## src/rtl/meta_info_pkg.sv

```systemverilog
// Shared types and constants for the meta-info ROM string reader.
package meta_info_pkg;

    localparam int IDX_W = 6;
    localparam int CHR_W = 8;
    localparam int CNT_W = 4;

    localparam logic [CHR_W-1:0] NUL = 8'h00;

    typedef enum logic [2:0] {
        IDLE,
        WAIT,
        CAPT,
        EMIT,
        FIN
    } reader_state_t;

endpackage

```

## src/rtl/meta_info_reader_if.sv

```systemverilog
// Pin-level bundle between the reader, the meta-info ROM and the byte consumer.
interface meta_info_reader_if #(
    parameter int IDX_W = meta_info_pkg::IDX_W
);
    import meta_info_pkg::*;

    logic                 start_i;
    logic [IDX_W-1:0]     proj_sel_i;
    logic                 busy_o;
    logic [IDX_W-1:0]     proj_idx_o;
    logic [IDX_W-1:0]     chr_idx_o;
    logic [CHR_W-1:0]     chr_i;
    logic [CHR_W-1:0]     byte_o;
    logic                 byte_valid_o;
    logic                 byte_ready_i;
    logic                 done_o;
    logic [IDX_W:0]       len_o;

    modport master (
        input  start_i, proj_sel_i, chr_i, byte_ready_i,
        output busy_o, proj_idx_o, chr_idx_o, byte_o, byte_valid_o, done_o, len_o
    );

    modport slave (
        output start_i, proj_sel_i, chr_i, byte_ready_i,
        input  busy_o, proj_idx_o, chr_idx_o, byte_o, byte_valid_o, done_o, len_o
    );

endinterface

```

## src/rtl/meta_info_settle_timer.sv

```systemverilog
// Loadable down-counter that measures how long a ROM address has been held.
module meta_info_settle_timer
    import meta_info_pkg::*;
(
    input  logic             clock,
    input  logic             reset,
    input  logic             load_i,
    input  logic             en_i,
    input  logic [CNT_W-1:0] value_i,
    output logic             expired_o
);

    logic [CNT_W-1:0] cnt_q;
    logic [CNT_W-1:0] cnt_d;

    always_comb begin
        cnt_d = cnt_q;
        if (load_i) begin
            cnt_d = value_i;
        end else if (en_i && (cnt_q != '0)) begin
            cnt_d = cnt_q - 1'b1;
        end
    end

    always_ff @(posedge clock or negedge reset) begin
        if (!reset) begin
            cnt_q <= '0;
        end else begin
            cnt_q <= cnt_d;
        end
    end

    assign expired_o = (cnt_q == '0);

endmodule

```

## src/rtl/meta_info_reader.sv

```systemverilog
// Walks one project's NUL-terminated string in the meta-info ROM and streams it
// out byte by byte over valid/ready, reporting the string length when done.
module meta_info_reader
    import meta_info_pkg::*;
#(
    parameter int SETTLE  = 3,
    parameter int MAX_LEN = 63
) (
    input  logic               clock,
    input  logic               reset,
    meta_info_reader_if.master bus
);

    localparam logic [CNT_W-1:0] SETTLE_LOAD = CNT_W'(SETTLE - 1);
    localparam logic [IDX_W-1:0] LAST_IDX    = IDX_W'(MAX_LEN - 1);
    localparam logic [IDX_W:0]   MAX_LEN_V   = (IDX_W + 1)'(MAX_LEN);

    reader_state_t      state_q, state_d;
    logic [IDX_W-1:0]   proj_idx_q, proj_idx_d;
    logic [IDX_W-1:0]   chr_idx_q, chr_idx_d;
    logic [CHR_W-1:0]   byte_q, byte_d;
    logic               byte_valid_q, byte_valid_d;
    logic [IDX_W:0]     len_q, len_d;

    logic               timer_load;
    logic               timer_expired;

    meta_info_settle_timer u_settle (
        .clock     (clock),
        .reset     (reset),
        .load_i    (timer_load),
        .en_i      (state_q == WAIT),
        .value_i   (SETTLE_LOAD),
        .expired_o (timer_expired)
    );

    always_comb begin
        state_d      = state_q;
        proj_idx_d   = proj_idx_q;
        chr_idx_d    = chr_idx_q;
        byte_d       = byte_q;
        byte_valid_d = byte_valid_q;
        len_d        = len_q;
        timer_load   = 1'b0;

        case (state_q)
            IDLE: begin
                if (bus.start_i) begin
                    proj_idx_d = bus.proj_sel_i;
                    chr_idx_d  = '0;
                    timer_load = 1'b1;
                    state_d    = WAIT;
                end
            end
            WAIT: begin
                if (timer_expired) begin
                    state_d = CAPT;
                end
            end
            CAPT: begin
                if (bus.chr_i == NUL) begin
                    len_d   = {1'b0, chr_idx_q};
                    state_d = FIN;
                end else begin
                    byte_d       = bus.chr_i;
                    byte_valid_d = 1'b1;
                    state_d      = EMIT;
                end
            end
            EMIT: begin
                if (byte_valid_q && bus.byte_ready_i) begin
                    byte_valid_d = 1'b0;
                    // Stop on the last legal index so chr_idx never wraps.
                    if (chr_idx_q == LAST_IDX) begin
                        len_d   = MAX_LEN_V;
                        state_d = FIN;
                    end else begin
                        chr_idx_d  = chr_idx_q + 1'b1;
                        timer_load = 1'b1;
                        state_d    = WAIT;
                    end
                end
            end
            FIN: begin
                chr_idx_d = '0;
                state_d   = IDLE;
            end
            default: begin
                state_d = IDLE;
            end
        endcase
    end

    always_ff @(posedge clock or negedge reset) begin
        if (!reset) begin
            state_q      <= IDLE;
            proj_idx_q   <= '0;
            chr_idx_q    <= '0;
            byte_q       <= '0;
            byte_valid_q <= 1'b0;
            len_q        <= '0;
        end else begin
            state_q      <= state_d;
            proj_idx_q   <= proj_idx_d;
            chr_idx_q    <= chr_idx_d;
            byte_q       <= byte_d;
            byte_valid_q <= byte_valid_d;
            len_q        <= len_d;
        end
    end

    assign bus.busy_o       = (state_q != IDLE);
    assign bus.done_o       = (state_q == FIN);
    assign bus.proj_idx_o   = proj_idx_q;
    assign bus.chr_idx_o    = chr_idx_q;
    assign bus.byte_o       = byte_q;
    assign bus.byte_valid_o = byte_valid_q;
    assign bus.len_o        = len_q;

endmodule
```

## src/flat_wrapper.sv

```systemverilog
// flat-port wrapper written by rule: the top's interface ports become plain ports
module meta_info_reader_flat import meta_info_pkg::*;
#(
    parameter int SETTLE  = 3,
    parameter int MAX_LEN = 63
)
  (clock, reset, bus_start_i, bus_proj_sel_i, bus_chr_i, bus_byte_ready_i, bus_busy_o, bus_proj_idx_o, bus_chr_idx_o, bus_byte_o, bus_byte_valid_o, bus_done_o, bus_len_o);
  meta_info_reader_if bus_i ();
  input  logic clock;
  input  logic reset;
  input wire logic [$bits(bus_i.start_i)-1:0] bus_start_i;
  input wire logic [$bits(bus_i.proj_sel_i)-1:0] bus_proj_sel_i;
  input wire logic [$bits(bus_i.chr_i)-1:0] bus_chr_i;
  input wire logic [$bits(bus_i.byte_ready_i)-1:0] bus_byte_ready_i;
  output wire logic [$bits(bus_i.busy_o)-1:0] bus_busy_o;
  output wire logic [$bits(bus_i.proj_idx_o)-1:0] bus_proj_idx_o;
  output wire logic [$bits(bus_i.chr_idx_o)-1:0] bus_chr_idx_o;
  output wire logic [$bits(bus_i.byte_o)-1:0] bus_byte_o;
  output wire logic [$bits(bus_i.byte_valid_o)-1:0] bus_byte_valid_o;
  output wire logic [$bits(bus_i.done_o)-1:0] bus_done_o;
  output wire logic [$bits(bus_i.len_o)-1:0] bus_len_o;
  assign bus_i.start_i = bus_start_i;
  assign bus_i.proj_sel_i = bus_proj_sel_i;
  assign bus_i.chr_i = bus_chr_i;
  assign bus_i.byte_ready_i = bus_byte_ready_i;
  assign bus_busy_o = bus_i.busy_o;
  assign bus_proj_idx_o = bus_i.proj_idx_o;
  assign bus_chr_idx_o = bus_i.chr_idx_o;
  assign bus_byte_o = bus_i.byte_o;
  assign bus_byte_valid_o = bus_i.byte_valid_o;
  assign bus_done_o = bus_i.done_o;
  assign bus_len_o = bus_i.len_o;
  meta_info_reader #(.SETTLE(SETTLE), .MAX_LEN(MAX_LEN)) u_core (.clock(clock), .reset(reset), .bus(bus_i));
endmodule
```

## config.mk

```make
export PLATFORM = sky130hd
export DESIGN_NAME = meta_info_reader_flat
export DESIGN_NICKNAME = d
export VERILOG_FILES = /design/src/rtl/meta_info_pkg.sv /design/src/rtl/meta_info_reader_if.sv /design/src/rtl/meta_info_settle_timer.sv /design/src/rtl/meta_info_reader.sv /design/src/flat_wrapper.sv
export SDC_FILE = /design/constraint.sdc
export NUM_CORES = 1
export LEC_CHECK = 0
export CORE_ASPECT_RATIO = 1.1
export CORE_MARGIN = 2
export CORE_UTILIZATION = 51
export DETAILED_ROUTE_END_ITERATION = 6
export GPL_TIMING_DRIVEN = 0
export PLACE_DENSITY = 0.82
export SLEW_MARGIN = 30
export SYNTH_ARGS = -nofsm -noshare
export SYNTH_HDL_FRONTEND = slang
export SYNTH_SLANG_ARGS = --single-unit
```

## constraint.sdc

```tcl
create_clock -name clock -period 2.5 [get_ports clock]
set_input_delay 0.75 -clock clock [delete_from_list [all_inputs] [get_ports clock]]
set_output_delay 0.75 -clock clock [all_outputs]
set_load 0.02 [all_outputs]
```

# Word level (Yosys, flattened, before mapping)
# Index checks and enable logic that the tools add are counted.
# totals
regBits	35
out_inout_bits	30
word_cells	61
# op_classes
add_sub_neg	2
eq_ne	12
muxes	23
bitwise	1
n_reduce_logical	16
# ops
op	count
two-way mux 7 bit	3
two-way mux 6 bit	3
case mux 6 bit (3 select lines)	1
two-way mux 3 bit	5
case mux 7 bit (2 select lines)	1
case mux 3 bit (4 select lines)	1
logical NOT 8 bit	1
two-way mux 4 bit	2
inequality test 2 x 1 -> 1 bit, second input constant	4
AND reduction 4 bit	2
adder 6 x 1 -> 6 bit, second input constant	1
equality test 3 x 2 -> 1 bit, second input constant	2
equality test 6 bit, second input constant	1
inequality test 2 bit, second input constant	3
AND reduction 3 bit	2
nonzero test 3 bit	2
two-way mux 1 bit	5
logical NOT 4 bit	1
case mux 1 bit (2 select lines)	2
AND reduction 2 bit	2
nonzero test 2 bit	2
nonzero test 4 bit	1
subtractor 4 x 1 -> 4 bit, second input constant	1
equality test 3 x 1 -> 1 bit, second input constant	1
4 further kinds	5

# Logic depth before layout (Yosys ltp)
# Gate-level depths: netlist of run 1.
# logic_depth
depth_word	5
depth_mapped	6

# Cells and area by module
# Synthesis of run 1 repeated with hierarchy kept, for this count alone.
# unflattened
hier_cells	151
area_unflattened_um2	1734.2
# modules_own_cells
module	n_inst	cells_each	area_per_inst_um2
meta_info_reader	1	124	1463.9
meta_info_settle_timer	1	27	270.3

# Worst setup path before layout of run 1
# OpenSTA, ideal clock, no wires.
# synth_timing
path_type	in2reg
start	input port bus_chr_i[5]
end	register u_core.state_q[1]
setup_ps	128
arrival_ps	1686
required_ps	2372
setup_slack_ps	687
cell_stages	4
cell_sequence	nor4_4 > a21boi_4 > or2_2 > a2bb2oi_1
# synth_via
elab_chain_len	3
# synth_rtl
item	line_no	text
from (decl)	flat_wrapper.sv:13	input wire logic [$bits(bus_i.chr_i)-1:0] bus_chr_i;
logical NOT 8 bit	meta_info_reader.sv:61	if (bus.chr_i == NUL) begin
two-way mux 3 bit	meta_info_reader.sv:61	
case mux 3 bit (4 select lines)	meta_info_reader.sv:46	case (state_q)
to (signal assigned)	meta_info_reader.sv:103	state_q <= state_d;
to (decl)	meta_info_reader.sv:18	reader_state_t state_q, state_d;
# Every way passes these cells.
# A chain may end at the register's enable or synchronous reset.

# Worst setup path after layout of run 1
# layout_timing
start	register u_core.state_q[1]
end	output port bus_busy_o
# layout_via
elab_chain_len	1
# layout_rtl
item	line_no	text
nonzero test 3 bit	meta_info_reader.sv:112	assign bus.busy_o = (state_q != IDLE);
to (decl)	flat_wrapper.sv:15	output wire logic [$bits(bus_i.busy_o)-1:0] bus_busy_o;
# Every way passes these cells.

==> out/metrics.csv, run 1 <==
metric,value,unit
# nets final,225,
fin area,2400,µm²
"Async S/R FF share, synth",100,%
drt pass-1 iters,4,
setup bufs post-CTS,0,
max frequency,0.409,GHz
Synth Register Bits,34,
final count of negative-setup-slack endpoints,0,
first-pass GRT wire length,6580,µm
Vias,1408,
num rows,22,
Synth area leader,dfrtp_1,
Overflow after GRT,0,
Final Hold Vio Count,0,
reg2reg end,u_core.bus.chr_idx_o[1],
CTS sink cnt,34,
die height,65.8,µm
period utilisation layout,97.9,%
Detailed Place HPWL,2870,µm
vias in the first global route,1425,
status,completed,
layout cell share with drive strength beyond 1,23.4,%
clk slew on worst S/H paths,0.11,ns
total core area,3330,µm²
clk buf depth,2,
Crit Path Max Fanout,10,
sequential area share after synthesis,48.1,%
DP Area,2310,µm²
largest net degree at the start of global routing,19,
fin crit period,2.45,ns
CTS H-tree depth,2,
1st-iter DRT viols,63,
WL/cell,15.1,µm
Syn Area/Cell,11.8,µm²
CP endpoint kind,output port,
GPL Wtd Cong,0.805,
Synth Area in XOR/XNOR,0.495,%
worst setup margin,0.0524,ns
# DRC,0,
number of synthesized flops with an enable pin,0,
Crit path arrival time,1.70,ns
VDD IR max,0.000555,V
Post-Syn Nets,171,
Die Wd,60.2,µm
Synth Area in Adders,2.12,%
IO Port Bufs,46,
CP Launch Type,register,
hold slack,0.323,ns
post-synthesis compound-gate area fraction,17.7,%
FF-to-FF setup slack,0.66,ns
largest family of logic cells by synthesized area,simple AND/OR/NAND/NOR gates,
Setup Crit Path Kind,register to output port,
Synth Cell Area,1770,µm²
Starting Density,53.2,%
Cells after DPL,245,
PD cells,1090,nW/µm²
via density per instance,5.57,
CTS Hold Bufs,0,
max_cap viols,0,
worst clock skew,0.0148,ns
ranking of synthesized cells by area,"dfrtp_1 48%, mux2_2 8.3%, o22a_1 3.5%",
Post-Synth Simple-Gate Area,18.4,%
Pins Over Slew Limit,0,
Util after Layout,72.0,%
Critical Path Start,u_core.state_q[1],
CTS tree,yes,
R2R depth,6,
"Warnings, synthesis",0,
Antenna Diode Count,0,
Die ar.,3960,µm²
global-route usage over all layers,22.6,%
ys flop type,dfrtp_1,
Root Driver,clkbuf_4,
Total Negative Setup Slacks,0,ns
fin cells,253,
Unique masters post-synth,52,
Inserted Clock Buffers,5,
post-route ant nets,0,
post-place setup slack,0.0664,ns
RR Startpoint,u_core.bus.chr_idx_o[0],
mux contribution to synthesized area,9.12,%
HP Class,input port to asynchronous set/reset pin,
final WL,3830,µm
Ports,48,
Clock Latency Late Sink,0.34,ns
WP data required,1.75,ns
top-area cell type share of the netlist area,48.1,%
P_leak,0.996,nW
area growth from synthesis to layout,35.5,%
crit path to,bus_busy_o,
Tot Pwr,2.61,mW
RSZ-0062 raised after global routing,no,
Syn Inst Count,150,
post-CTS sizing,5,
initial antenna violation count,0,
==> worst min-delay path by stage <==
stage | from | end | slack [ns] | depth (start not counted)
floorplan | reset | u_core.bus.byte_o[0] | 0.45 | 0
global placement | u_core.bus.len_o[4] | u_core.bus.len_o[4] | 0.48 | 1
detailed placement | u_core.bus.len_o[1] | u_core.bus.len_o[1] | 0.48 | 1
CTS | reset | u_core.bus.proj_idx_o[1] | 0.33 | 1
global route | reset | u_core.bus.proj_idx_o[1] | 0.33 | 1
finish | reset | u_core.bus.proj_idx_o[1] | 0.32 | 1
==> logic make-up (layout without fill, tap and decap cells) <==
logic type               after synthesis  count (layout)
AND/OR/NAND/NOR                       47              47
AO/OA/AOI/OAI                         37              37
flip-flops                            34              34
multiplexers                          14              14
buffers and inverters                 13              68
adder cells (fa/ha/maj)                3               3
other                                  1               1
XOR/XNOR                               1               1
==> state kept, by name (all words and copies together) (netlist names) <==
signal	count
u_core.bus.byte_o	8
u_core.bus.chr_idx_o	6
u_core.bus.len_o	6
u_core.bus.byte_valid_o	1
u_core.u_settle.cnt_q	4
u_core.bus.proj_idx_o	6
u_core.state_q	3
==> metal layers <==
layer | vias up | GRT usage (%) | wire, µm
li1 | 655 | - | -
met1 | 689 | 27.2 | 1590
met2 | 53 | 37.6 | 1970
met3 | 11 | 4.31 | 197
met4 | 0 | 11.9 | 74
met5 | - | 0 | 0
==> cell usage in the layout, fill, tap and decap left out, types with 5 or more instances in the layout <==
cell | synthesis | final
inv_1 | 7 | 7
o22a_1 | 7 | 7
clkbuf_4 | 0 | 5
dfrtp_1 | 34 | 33
mux2_2 | 13 | 13
a21oi_1 | 7 | 7
o21ai_0 | 5 | 5
nand2_1 | 12 | 12
nor2_1 | 9 | 8
clkdlybuf4s50_1 | 0 | 43
==> power by group <==
group	switching, mW	total, mW	internal (mW)
combinational	0.696	1.38	0.679
clock	0.184	0.377	0.192
sequential	0.121	0.862	0.741
total	1.00	2.61	1.61
==> worst max-delay path, stage by stage (launching register included) <==
cell	delay, ns
dfrtp_1	0.42
buf_4	0.20
or3_4	0.40
dlygate4sd2_1	0.33
==> cell type report <==
| cell class | instances | area [µm²] |
|---|---|---|
| Fill cell | 260 | 932 |
| Multi-Input combinational cell | 103 | 860 |
| Sequential cell | 34 | 852 |
| Timing Repair Buffer | 47 | 480 |
| Clock buffer | 8 | 78.8 |
| Tap cell | 48 | 60.1 |
| Buffer | 6 | 41.3 |
| Inverter | 7 | 26.3 |
==> synth_stat cells (all sizes together) (2+ instances only) <==
master,instances
a2bb2oi,2
nor2,10
ha,3
or3,3
mux2,14
nand2,12
nor3,3
nor4,2
dfrtp,34
o21a,2
nand3,4
o22a,7
a211o,2
nor3b,2
a21oi,8
a31oi,2
inv,7
nor2b,2
buf,5
o21ai,5
(Power assumes the default switching activity.)
==> inputs of run 2 (changes only) <==
--- a/config.mk
+++ b/config.mk
@@ -5,12 +5,14 @@
 export SDC_FILE = /design/constraint.sdc
 export NUM_CORES = 1
 export LEC_CHECK = 0
+export CELL_PAD_IN_SITES_DETAIL_PLACEMENT = 0
+export CELL_PAD_IN_SITES_GLOBAL_PLACEMENT = 1
 export CORE_ASPECT_RATIO = 1.1
 export CORE_MARGIN = 2
-export CORE_UTILIZATION = 51
+export CORE_UTILIZATION = 29
 export DETAILED_ROUTE_END_ITERATION = 6
 export GPL_TIMING_DRIVEN = 0
-export PLACE_DENSITY = 0.82
+export PLACE_DENSITY = 0.62
 export SLEW_MARGIN = 30
 export SYNTH_ARGS = -nofsm -noshare
 export SYNTH_HDL_FRONTEND = slang
==> run 2 against run 1 <==
  * Cell count up 11%
  * Clock skew down 0.012 ns
  * Maximum frequency up 3.7%
  * Worst setup slack better by 0.088 ns
  * Register-to-register slack worse by 0.02 ns
  * Hold slack better by 0.0017 ns
  * Highest routed layer unchanged
==> out/metrics.csv, run 2 (same netlist as run 1, synthesis figures left out) <==
metric,value,unit
status,completed,
"commonest non-fill, non-tap cell in the layout",clkdlybuf4s50_1,
Inserted Clock Buffers,5,
CP endpoint kind,output port,
first-pass GRT wire length,6980,µm
fin crit period,2.36,ns
FF-to-FF setup slack,0.64,ns
Overflow after GRT,0,
final count of negative-setup-slack endpoints,0,
total core area,5840,µm²
CP cell instances,buf_4 > or3_4 > dlygate4sd2_1,
Setup Crit Path Kind,register to output port,
WL/cell,14.9,µm
Final Hold Vio Count,0,
Clock Latency Late Sink,0.28,ns
largest net degree at the start of global routing,27,
WP data required,1.75,ns
final-layout fill cell count,559,
final WL,4210,µm
worst clock skew,0.00276,ns
clk buf depth,2,
CP Launch Type,register,
HP Class,input port to asynchronous set/reset pin,
Antenna Diode Count,0,
"commonest non-fill, non-tap cells in the layout","43 x clkdlybuf4s50_1, 33 x dfrtp_1, 13 x mux2_2",
IO Port Bufs,46,
CTS sink cnt,34,
Register Area,852,µm²
RSZ-0062 raised after global routing,no,
hold slack,0.325,ns
initial antenna violation count,0,
# nets final,225,
drt pass-1 iters,4,
period utilisation layout,94.4,%
Root Driver,clkbuf_8,
Pins Over Slew Limit,0,
Cells after DPL,274,
area growth from synthesis to layout,38.0,%
P_leak,0.995,nW
Die ar.,6750,µm²
1st-iter DRT viols,51,
max frequency,0.424,GHz
Largest register FFs,8,
die height,86.0,µm
Starting Density,30.3,%
vias in the first global route,1409,
Crit-path slowest cell,dfrtp_1,
Ports,48,
fin cells,282,
CTS tree,yes,
PD cells,1090,nW/µm²
Vias,1355,
clk slew on worst S/H paths,0.07,ns
via density per instance,4.80,
VDD IR max,0.000371,V
setup bufs post-CTS,0,
CTS H-tree depth,2,
# DRC,0,
global-route usage over all layers,13.1,%
num rows,29,
Die Wd,78.5,µm
Crit Path Max Fanout,10,
area of the multi-input gates,860,µm²
layout cell share with drive strength beyond 1,23.4,%
post-route ant nets,0,
Worst path max stage delay,0.40,ns
max_cap viols,0,
Total Negative Setup Slacks,0,ns
Crit path arrival time,1.61,ns
Detailed Place HPWL,3190,µm
GPL Wtd Cong,0.751,
==> run 2: stage by stage <==
step	utilization (%)	total power, mW	setup WS, ns	instance area, µm²
finish	41.8	2.66	0.140	2440
global route	41.8	2.86	0.0805	2440
CTS	41.8	2.70	0.117	2440
detailed placement	40.1	2.26	0.0312	2340
global placement	39.8	2.22	0.00194	2330
floorplan	-	1.75	0.687	1770
==> run 2: cell type report <==
type	instances	area share, %
Tap cell	77	3.94
Multi-Input combinational cell	103	35.2
Clock inverter	2	0.512
Timing Repair Buffer	47	19.4
Inverter	7	1.08
Buffer	6	1.69
Sequential cell	34	34.9
Clock buffer	6	3.38
==> run 2: where the power goes <==
| group | internal, mW | switching (mW) | total (mW) |
|---|---|---|---|
| logic | 0.679 | 0.694 | 1.37 |
| registers | 0.743 | 0.126 | 0.869 |
| clock network | 0.221 | 0.200 | 0.421 |
==> run 2: final timing paths <==
check,cells past startpoint,endpoint,start
setup / recovery,3,bus_busy_o,u_core.state_q[1]
hold / removal,1,u_core.bus.byte_o[1],reset
setup reg to reg,6,u_core.bus.chr_idx_o[1],u_core.bus.chr_idx_o[0]
hold reg to reg,1,u_core.bus.len_o[4],u_core.bus.len_o[4]
max in group asynchronous,2,u_core.state_q[2],reset
min in group clock,1,u_core.bus.len_o[4],u_core.bus.len_o[4]
==> run 2: repair_timing <==
| item | CTS | global route |
|---|---|---|
| resized for setup | 5 | 0 |
| endpoints found under the setup margin | 2 | 0 |
| hold buffers | 0 | 0 |
==> run 2: metal layers <==
metal | GRT usage (%) | wire, µm | share of wire [%] | up-vias
met2 | 22.5 | 2160 | 51 | 28
met5 | 0 | 0 | 0 | -
met1 | 16.2 | 1860 | 44 | 669
li1 | - | - | - | 654
met4 | 4.31 | 40 | 0.95 | 0
met3 | 3.26 | 146 | 3.5 | 4
==> run 2: worst max-delay path: cells and delay by family, from the launching register on <==
family                 cells  cell delay [ns]
buffers and inverters      2             0.53
flip-flops                 1             0.40
AND/OR/NAND/NOR            1             0.40
